$ cat config.mk
export PLATFORM = sky130hd
export DESIGN_NAME = load_store_unit_t
export DESIGN_NICKNAME = d
export VERILOG_FILES = /design/src/rtl/lsu_pkg.sv /design/src/rtl/load_store_unit_t_lane_align.sv /design/src/rtl/load_store_unit_t.sv
export SDC_FILE = /design/constraint.sdc
export NUM_CORES = 1
export LEC_CHECK = 0
export CELL_PAD_IN_SITES_DETAIL_PLACEMENT = 1
export CELL_PAD_IN_SITES_GLOBAL_PLACEMENT = 2
export CORE_ASPECT_RATIO = 0.75
export CORE_MARGIN = 2
export CORE_UTILIZATION = 27
export DETAILED_ROUTE_END_ITERATION = 10
export PLACE_DENSITY_LB_ADDON = 0.1
export REMOVE_ABC_BUFFERS = 1
export SETUP_SLACK_MARGIN = 0.4
export SYNTH_ARGS = -nofsm -noshare
export SYNTH_HDL_FRONTEND = slang
export SYNTH_SLANG_ARGS = --single-unit
$ cat constraint.sdc
create_clock -name clk -period 3.76 [get_ports clk]
set_clock_uncertainty 0.2 [all_clocks]
set_input_delay 0.564 -clock clk [delete_from_list [all_inputs] [get_ports clk]]
set_output_delay 0.564 -clock clk [all_outputs]
set_load 0.05 [all_outputs]
$ cat src/rtl/lsu_pkg.sv
// Shared types and helpers for the load/store unit.
// funct3 codes, FSM state encoding and access-size decode.
package lsu_pkg;

  localparam logic [2:0] F3_B  = 3'd0;
  localparam logic [2:0] F3_H  = 3'd1;
  localparam logic [2:0] F3_W  = 3'd2;
  localparam logic [2:0] F3_D  = 3'd3;
  localparam logic [2:0] F3_BU = 3'd4;
  localparam logic [2:0] F3_HU = 3'd5;
  localparam logic [2:0] F3_WU = 3'd6;

  typedef enum logic [1:0] {
    S_IDLE,
    S_BEAT0,
    S_BEAT1,
    S_RESP
  } state_e;

  // Access size in bytes: 1, 2, 4 or 8.
  function automatic logic [3:0] size_bytes(
    input logic [2:0] f3
  );
    return 4'd1 << f3[1:0];
  endfunction

endpackage

$ cat src/rtl/load_store_unit_t_lane_align.sv
// Byte-lane alignment helper shared by both bus beats.
// Gives the beat's write mask and the bit shift for data lanes.
module lane_align_t #(
  parameter int XLEN = 32
) (
  input  logic [$clog2(XLEN/8)-1:0] off,
  input  logic [1:0]                size_log,
  input  logic                      beat,
  output logic [XLEN/8-1:0]         wmask,
  output logic [$clog2(XLEN):0]     wshift,
  output logic [$clog2(XLEN):0]     rshift
);

  localparam int BYTES = XLEN / 8;
  localparam int OFF_W = $clog2(BYTES);

  logic [7:0]         len;
  logic [2*BYTES-1:0] span;
  logic [OFF_W:0]     amt;

  // Two-word byte span of the access; each beat takes its half.
  always_comb begin
    len = 8'h00;
    unique case (size_log)
      2'd0:    len = 8'h01;
      2'd1:    len = 8'h03;
      2'd2:    len = 8'h0F;
      default: len = 8'hFF;
    endcase
    span = (2*BYTES)'(len) << off;
    if (beat) begin
      wmask = span[2*BYTES-1:BYTES];
      amt   = (OFF_W+1)'(BYTES) - {1'b0, off};
    end else begin
      wmask = span[BYTES-1:0];
      amt   = {1'b0, off};
    end
    wshift = {amt, 3'b000};
    rshift = {amt, 3'b000};
  end

endmodule

$ cat src/rtl/load_store_unit_t.sv
// Load/store unit: execute stage to word-aligned data bus.
// LSU_MISALIGN_SPLIT_EN: split word-crossing accesses in two beats.
module load_store_unit_t
  import lsu_pkg::*;
#(
  parameter int XLEN   = 32,
  parameter int ADDR_W = 32
) (
  input  logic              clk,
  input  logic              reset,
  input  logic              req_valid,
  output logic              req_ready,
  input  logic              req_write,
  input  logic [2:0]        req_funct3,
  input  logic [ADDR_W-1:0] req_addr,
  input  logic [XLEN-1:0]   req_wdata,
  output logic              rsp_valid,
  output logic [XLEN-1:0]   rsp_data,
  output logic              rsp_fault,
  output logic              mem_req,
  input  logic              mem_ack,
  output logic [ADDR_W-1:0] mem_addr,
  output logic [XLEN/8-1:0] mem_wmask,
  output logic [XLEN-1:0]   mem_wdata,
  input  logic [XLEN-1:0]   mem_rdata
);

  localparam int BYTES = XLEN / 8;
  localparam int OFF_W = $clog2(BYTES);
  localparam int SH_W  = $clog2(XLEN) + 1;

  state_e            state_q, state_d;
  logic              write_q, write_d;
  logic [2:0]        f3_q, f3_d;
  logic [ADDR_W-1:0] addr_q, addr_d;
  logic [XLEN-1:0]   wdata_q, wdata_d;
  logic [XLEN-1:0]   merged_q, merged_d;
  logic [XLEN-1:0]   rsp_data_q, rsp_data_d;
  logic              rsp_fault_q, rsp_fault_d;
`ifdef LSU_MISALIGN_SPLIT_EN
  logic              split_q, split_d;
  logic              cross;
`else
  logic              misal;
`endif

  logic [3:0]        nb;
  logic              illegal;
  logic              fault;
  logic              beat;
  logic              busy;
  logic [BYTES-1:0]  wmask;
  logic [SH_W-1:0]   wsh;
  logic [SH_W-1:0]   rsh;
  logic [ADDR_W-1:0] base;
  logic [XLEN-1:0]   rd_word;
  logic [XLEN-1:0]   ext;
  logic              sb;
  int                nbits;

`ifdef LSU_MISALIGN_SPLIT_EN
  assign beat = (state_q == S_BEAT1);
  assign busy = (state_q == S_BEAT0) ||
                (state_q == S_BEAT1);
`else
  assign beat = 1'b0;
  assign busy = (state_q == S_BEAT0);
`endif

  lane_align_t #(.XLEN(XLEN)) u_align (
    .off      (addr_q[OFF_W-1:0]),
    .size_log (f3_q[1:0]),
    .beat     (beat),
    .wmask    (wmask),
    .wshift   (wsh),
    .rshift   (rsh)
  );

  // Classify the incoming request: legality and lane crossing.
  always_comb begin
    nb      = size_bytes(req_funct3);
    illegal = (req_funct3 == 3'd7) ||
              (req_write && req_funct3[2]) ||
              ((XLEN == 32) &&
               (req_funct3 == F3_D ||
                req_funct3 == F3_WU));
`ifdef LSU_MISALIGN_SPLIT_EN
    cross = (5'(req_addr[OFF_W-1:0]) + 5'(nb))
            > 5'(BYTES);
    fault = illegal;
`else
    misal = (req_addr[3:0] & (nb - 4'd1)) != 4'd0;
    fault = illegal || misal;
`endif
  end

  // Bus-side outputs are derived from the registered request.
  always_comb begin
    base      = {addr_q[ADDR_W-1:OFF_W],
                 {OFF_W{1'b0}}};
    mem_req   = busy;
    mem_addr  = '0;
    mem_wmask = '0;
    mem_wdata = '0;
    if (busy) begin
      mem_addr = beat ? base + ADDR_W'(BYTES) : base;
      if (write_q) begin
        mem_wmask = wmask;
        mem_wdata = beat ? wdata_q >> wsh
                         : wdata_q << wsh;
      end
    end
  end

  // Merge read lanes and extend to the access size.
  always_comb begin
    rd_word = beat ? merged_q | (mem_rdata << rsh)
                   : mem_rdata >> rsh;
    sb = 1'b0;
    unique case (f3_q[1:0])
      2'd0:    sb = rd_word[7];
      2'd1:    sb = rd_word[15];
      2'd2:    sb = rd_word[31];
      default: sb = rd_word[XLEN-1];
    endcase
    nbits = 8 << f3_q[1:0];
    ext   = '0;
    for (int i = 0; i < XLEN; i++) begin
      ext[i] = (i < nbits) ? rd_word[i]
                           : (~f3_q[2] & sb);
    end
  end

  // Next-state logic for the access sequencer.
  always_comb begin
    state_d     = state_q;
    write_d     = write_q;
    f3_d        = f3_q;
    addr_d      = addr_q;
    wdata_d     = wdata_q;
    merged_d    = merged_q;
    rsp_data_d  = rsp_data_q;
    rsp_fault_d = rsp_fault_q;
`ifdef LSU_MISALIGN_SPLIT_EN
    split_d     = split_q;
`endif
    unique case (state_q)
      S_IDLE: begin
        if (req_valid) begin
          write_d  = req_write;
          f3_d     = req_funct3;
          addr_d   = req_addr;
          wdata_d  = req_wdata;
          merged_d = '0;
`ifdef LSU_MISALIGN_SPLIT_EN
          split_d  = cross;
`endif
          if (fault) begin
            state_d     = S_RESP;
            rsp_fault_d = 1'b1;
            rsp_data_d  = '0;
          end else begin
            state_d = S_BEAT0;
          end
        end
      end
      S_BEAT0: begin
        if (mem_ack) begin
          merged_d = rd_word;
`ifdef LSU_MISALIGN_SPLIT_EN
          if (split_q) state_d = S_BEAT1;
          else
`endif
          begin
            state_d     = S_RESP;
            rsp_fault_d = 1'b0;
            rsp_data_d  = write_q ? '0 : ext;
          end
        end
      end
`ifdef LSU_MISALIGN_SPLIT_EN
      S_BEAT1: begin
        if (mem_ack) begin
          merged_d    = rd_word;
          state_d     = S_RESP;
          rsp_fault_d = 1'b0;
          rsp_data_d  = write_q ? '0 : ext;
        end
      end
`endif
      S_RESP:  state_d = S_IDLE;
      default: state_d = S_IDLE;
    endcase
  end

  // State and request registers.
  always_ff @(posedge clk or posedge reset) begin
    if (reset) begin
      state_q     <= S_IDLE;
      write_q     <= 1'b0;
      f3_q        <= 3'd0;
      addr_q      <= '0;
      wdata_q     <= '0;
      merged_q    <= '0;
      rsp_data_q  <= '0;
      rsp_fault_q <= 1'b0;
`ifdef LSU_MISALIGN_SPLIT_EN
      split_q     <= 1'b0;
`endif
    end else begin
      state_q     <= state_d;
      write_q     <= write_d;
      f3_q        <= f3_d;
      addr_q      <= addr_d;
      wdata_q     <= wdata_d;
      merged_q    <= merged_d;
      rsp_data_q  <= rsp_data_d;
      rsp_fault_q <= rsp_fault_d;
`ifdef LSU_MISALIGN_SPLIT_EN
      split_q     <= split_d;
`endif
    end
  end

  assign req_ready = (state_q == S_IDLE);
  assign rsp_valid = (state_q == S_RESP);
  assign rsp_data  = rsp_data_q;
  assign rsp_fault = rsp_fault_q;

endmodule

==> metrics.yaml, run 1 <==
run_status:
  status: "complete, no violations"
floorplan:
  die_h_um: 125
  die_x_um: 165
  die-area_um2: 20600
  start_util_pct: 27.3
  num_rows: 44
  fp.coreArea_um2: 19200
  io_pins: 208
route:
  wl_per_cell_um: 19.0
  first_pass_iters: 4
  dr_total_vias: 4344
  drcViolationCount: 0
  ant_nets: 0
  wirelength_um: 17100
  vias_per_cell: 4.83
  drtIter0Drc: 167
clocking:
  cts.sinks: 103
  clock_latency_ns: 0.35
  path_clk_slew_ns: 0.07
  cts_root_buffer: "clkbuf_16"
  cts_max_level: 3
  cts_setup_buffers: 0
  cts.hold.buffers_added: 0
  clockBufferDepth: 2
  cts_buffers: 9
  cts_tree: "yes"
  cts_resized: 0
critical_path:
  cp.arrival_ns: 2.40
  critPathLaunchType: "register"
  cp_max_fo: 18
  criticalPathCategory: "reg2out"
  worstPathRequired_ns: 3.00
  max_stage_delay_ns: 0.69
  path_cells: "nor2b_2, nand2_1, a221oi_1, buf_12"
  cp_top_family: "simple AND/OR/NAND/NOR gates"
  endpoint_kind: "output pin"
  cpMaxStageDelayCell: "a221oi_1"
  path_buf_inv: 1
global_routing:
  grt_use_met2_pct: 25.1
  busiest_layer: "met2"
  grt_usage_pct: 17.1
  grt_pass1_vias: 4709
  grt_first_pass_wirelength_um: 27200
  grtUsageMet1_pct: 23.2
  antenna_found_initial: 1
  grt_max_degree: 58
  grt.overflow.total: 0
  use_met3_pct: 7.09
sta:
  tightestPinTransition_ns: 0.829
  max_freq_mhz: 316
  period_minus_slack_ns: 3.16
  finalHoldViolCount: 0
  slew_violations: 0
  min_period_over_period_pct: 84.2
  hold_slack_ns: 0.288
  rsz0062_at_grt: "no"
  relSlewSlack_pct: 44.6
  finalSetupViolations: 0
synthesis:
  synthXorXnorAreaFrac_pct: 0
  synth_cell_types: 38
  syn_area_um2: 5250
  synth-simple-area-share_pct: 11.9
  synthArstFlopShare_pct: 100
  synthCells: 451
  synth-edff-count: 0
  netlist.area_leader.share_pct: 49.1
  synth_common_cells: "dfrtp_1, mux2_2, nor2_1, and2_1, mux2i_1"
  yosysTopAreaCell: "dfrtp_1"
  yosysMostFrequentCell: "dfrtp_1"
  synthAdderAreaFrac_pct: 0
  synth_area_leaders: "dfrtp_1, mux2_2, mux2i_1, and2_1, nor2_1"
  yosysWarnings: 0
  syn_area_per_cell_um2: 11.6
  synth-seq-cells: 103
  synthFlopType: "dfrtp_1"
  synth_mux_area_share_pct: 23.0
  synth_compound_area_share_pct: 12.0
  synth_seq_area_share_pct: 49.1
  synth_top_family_by_area: "multiplexers"
final_layout:
  seqCellArea_um2: 2580
  multi_input_comb_area_um2: 2480
  final_core_util_pct: 42.7
  area_growth_syn_to_layout_pct: 56.2
  drive_above_1_share_pct: 21.4
  final_area_um2: 8200
  fill_cells: 2013
  nets: 745
place:
  gp_congestion: 0.746
  dp_hpwl_um: 12100
  postPlaceCellArea_um2: 7900
  io_buffers: 205
power:
  powerDensity_nw_per_um2: 913
  total_power_w: 0.00749
  peakVddDrop_v: 0.000395
  leakage_nw: 3.40
worst_hold_path:
  hold_class: "reg2reg"
run:
  max-cap-violations: 0
## worst register-to-register path, cell delays in order (launching register included)
cell and delay, ns:
dfrtp_2 0.35, buf_4 0.55, mux2i_1 0.46, o2bb2ai_1 0.33, a221o_1 0.36, a22o_1 0.19
## report_power, final
part / internal (W) / total (W) / switching (W)
combinational: 0.00189 / 0.00450 / 0.00262
sequential: 0.00162 / 0.00202 / 0.000400
clock: 0.000522 / 0.000965 / 0.000443
## cell families (layout without fill, tap and decap cells)
group / count (synthesis) / after routing
simple gates: 116 / 116
mux: 110 / 110
flops: 103 / 103
compound gates: 81 / 81
buf+inv: 40 / 234
other cells: 1 / 3
## routing by layer
layer,vias to the layer above,wire length [µm]
met1,2178,7770
li1,2010,-
met2,144,7410
met3,12,1630
met4,0,239
met5,-,0
## flip-flops by register name (all words and copies together) (netlist names)
name / cells
wdata_q: 32
f3_q: 3
rsp_data: 32
state_q: 2
addr_q: 32
rsp_fault: 1
write_q: 1
## path summary, 6_finish.rpt
path,startpoint,endpoint,slack [ns],cells past startpoint
setup / recovery,state_q[0],mem_wmask[2],0.60,4
hold / removal,wdata_q[22],wdata_q[22],0.29,1
setup reg to reg,addr_q[1],rsp_data[9],1.21,5
hold reg to reg,wdata_q[22],wdata_q[22],0.29,1
max in group asynchronous,reset,addr_q[1],2.09,3
min in group asynchronous,reset,wdata_q[5],0.52,2
## through the flow
step | instances | TNS (ns) | setup WS [ns]
3_5_place_dp | 883 | 0 | 0.862
6_report | 900 | 0 | 0.596
4_1_cts | 899 | 0 | 0.495
3_3_place_gp | 883 | 0 | 0.951
2_1_floorplan | 415 | -16.60 | -0.850
5_1_grt | 899 | 0 | 0.423
## cell type report
| class | instances | share of cell area [%] |
|---|---|---|
| Sequential cell | 103 | 31.5 |
| Timing Repair Buffer | 215 | 30.6 |
| Multi-Input combinational cell | 309 | 30.2 |
| Tap cell | 253 | 3.86 |
| Clock buffer | 10 | 2.79 |
| Clock inverter | 6 | 0.839 |
| Inverter | 3 | 0.168 |
| Antenna cell | 1 | 0.0305 |
## layout by cell type (no fill, tap or decap), drive strengths merged, types with 2 or more instances in the layout
master,instances
and2,41
clkbuf,10
conb,2
clkdlybuf4s50,169
nor2b,11
inv,5
a211oi,16
a22o,7
dfrtp,103
buf,46
clkinv,2
nor4,2
a211o,8
mux2i,33
nand2,4
a21oi,17
or3b,2
nor3,3
o2bb2ai,9
o21ai,3
a221o,15
mux2,76
nor2,48
Note: power is estimated with default switching activity, not from simulation.
==> run 2: changes to the inputs <==
Clock period 3.76 ns to 3.1 ns, I/O delays scaled along.
==> metrics.yaml, run 2 (synthesis gave the netlist of run 1 again) <==
critical_path:
  worst_path_most_repeated_cell: "buf_4"
  cp_top_family: "buffers and inverters"
  worstPathRequired_ns: 2.43
  cp.arrival_ns: 1.92
  cp_max_fo: 10
  endpoint_kind: "output pin"
  criticalPathCategory: "reg2out"
  path_buf_inv: 3
  critPathLaunchType: "register"
  path_cells: "buf_4, nor2b_1, buf_4, a21oi_1, nor2_1, buf_12"
  max_stage_delay_ns: 0.57
  cpMaxStageDelayCell: "dfrtp_4"
floorplan:
  num_rows: 44
  die-area_um2: 20600
  die_h_um: 125
  fp.coreArea_um2: 19200
  start_util_pct: 27.3
  die_x_um: 165
  io_pins: 208
clocking:
  cts_root_buffer: "clkbuf_16"
  clock_latency_ns: 0.34
  path_clk_slew_ns: 0.07
  clockBufferDepth: 2
  cts_tree: "yes"
  cts_buffers: 9
  cts_max_level: 3
  cts.sinks: 103
place:
  gp_congestion: 0.761
  io_buffers: 205
  dp_hpwl_um: 12600
  place_ws_ns: 0.264
  placed_cells: 890
power:
  leakage_nw: 3.52
  peakVddDrop_v: 0.000604
  seq_power_share_pct: 26.4
  internal_power_w: 0.00497
  sw_frac_of_total_pct: 46.1
  comb_power_share_pct: 61.1
  p_switching_w: 0.00425
  clkPwrFrac_pct: 12.6
  powerDensity_nw_per_um2: 1110
sta:
  max_freq_mhz: 386
  rsz0062_at_grt: "yes"
  relSlewSlack_pct: 39.6
  finalSetupViolations: 0
  min_period_over_period_pct: 83.5
  tns_ns: 0
  finalHoldViolCount: 0
  slew_violations: 0
  fin_ws_ns: 0.512
  tightestPinTransition_ns: 0.899
  period_minus_slack_ns: 2.59
final_layout:
  nets: 757
  area_growth_syn_to_layout_pct: 57.8
  fill_cells: 2036
  mostFrequentLayoutCell: "clkdlybuf4s50_1"
  drive_above_1_share_pct: 28.9
  final_cell_mix: "clkdlybuf4s50_1, dfrtp_1, mux2_2"
  fin_cells: 911
global_routing:
  grt_pass1_vias: 4709
  grt.overflow.total: 0
  grt_first_pass_wirelength_um: 26900
  antenna_found_initial: 1
  grt_usage_pct: 16.9
  grt_max_degree: 47
run:
  max-cap-violations: 0
route:
  first_pass_iters: 4
  drcViolationCount: 0
  dr_total_vias: 4283
  wirelength_um: 17200
  ant_nets: 0
  wl_per_cell_um: 18.9
  vias_per_cell: 4.70
  drtIter0Drc: 99
worst_hold_path:
  hold_class: "reg2reg"
run_status:
  status: "complete, no violations"
run 2: layout make-up:
class	count	area, µm²	area share, %
flip-flops and latches	103	2580	31.2
repair buffers	227	2540	30.7
multi-input cells	309	2530	30.5
well taps	253	317	3.82
clock buffers	11	243	2.93
clock inverters	4	53.8	0.649
inverters	3	13.8	0.166
diodes	1	2.50	0.0302
run 2: power groups by stage:
stage	Sequential, W	Clock [W]	Combinational (W)
after global routing	0.00254	0.00127	0.00596
final	0.00243	0.00116	0.00563
after global placement	0.00248	0	0.00541
after CTS	0.00245	0.00122	0.00564
after detailed placement	0.00251	0	0.00548
after floorplan	0.00300	0	0.00292
run 2: routing by layer:
layer	track usage (%)	share of wire, %	vias to the layer above
met5	0	0	-
met4	3.53	0.89	0
met3	6.46	8.9	11
met2	25.9	46	139
met1	22.5	44	2110
li1	-	-	2023
run 2: worst paths after layout:
| check | start | endpoint | slack (ns) | cells after the start |
|---|---|---|---|---|
| setup / recovery | addr_q[1] | mem_wdata[23] | 0.51 | 6 |
| hold / removal | wdata_q[23] | wdata_q[23] | 0.29 | 1 |
| setup reg to reg | addr_q[0] | rsp_data[9] | 0.63 | 6 |
| hold reg to reg | wdata_q[23] | wdata_q[23] | 0.29 | 1 |
| max in group asynchronous | reset | wdata_q[16] | 1.68 | 3 |
| min in group asynchronous | reset | rsp_data[14] | 0.35 | 2 |
run 2: stage by stage:
stage	hold WS, ns	util, %	power, W	cell area, µm²
2_1_floorplan	0.258	-	0.00592	5060
3_3_place_gp	0.273	41.0	0.00789	7880
3_5_place_dp	0.273	41.0	0.00799	7880
4_1_cts	0.292	42.9	0.00931	8240
5_1_grt	0.306	43.1	0.00976	8280
6_report	0.286	43.1	0.00922	8290
run 2: repair_timing:
action / CTS / global route
setup buffers: 4 / 1
setup endpoints to repair: 31 / 11
resized for setup: 7 / 6
hold buffers: 0 / 0
hold endpoints to repair: 0 / 0
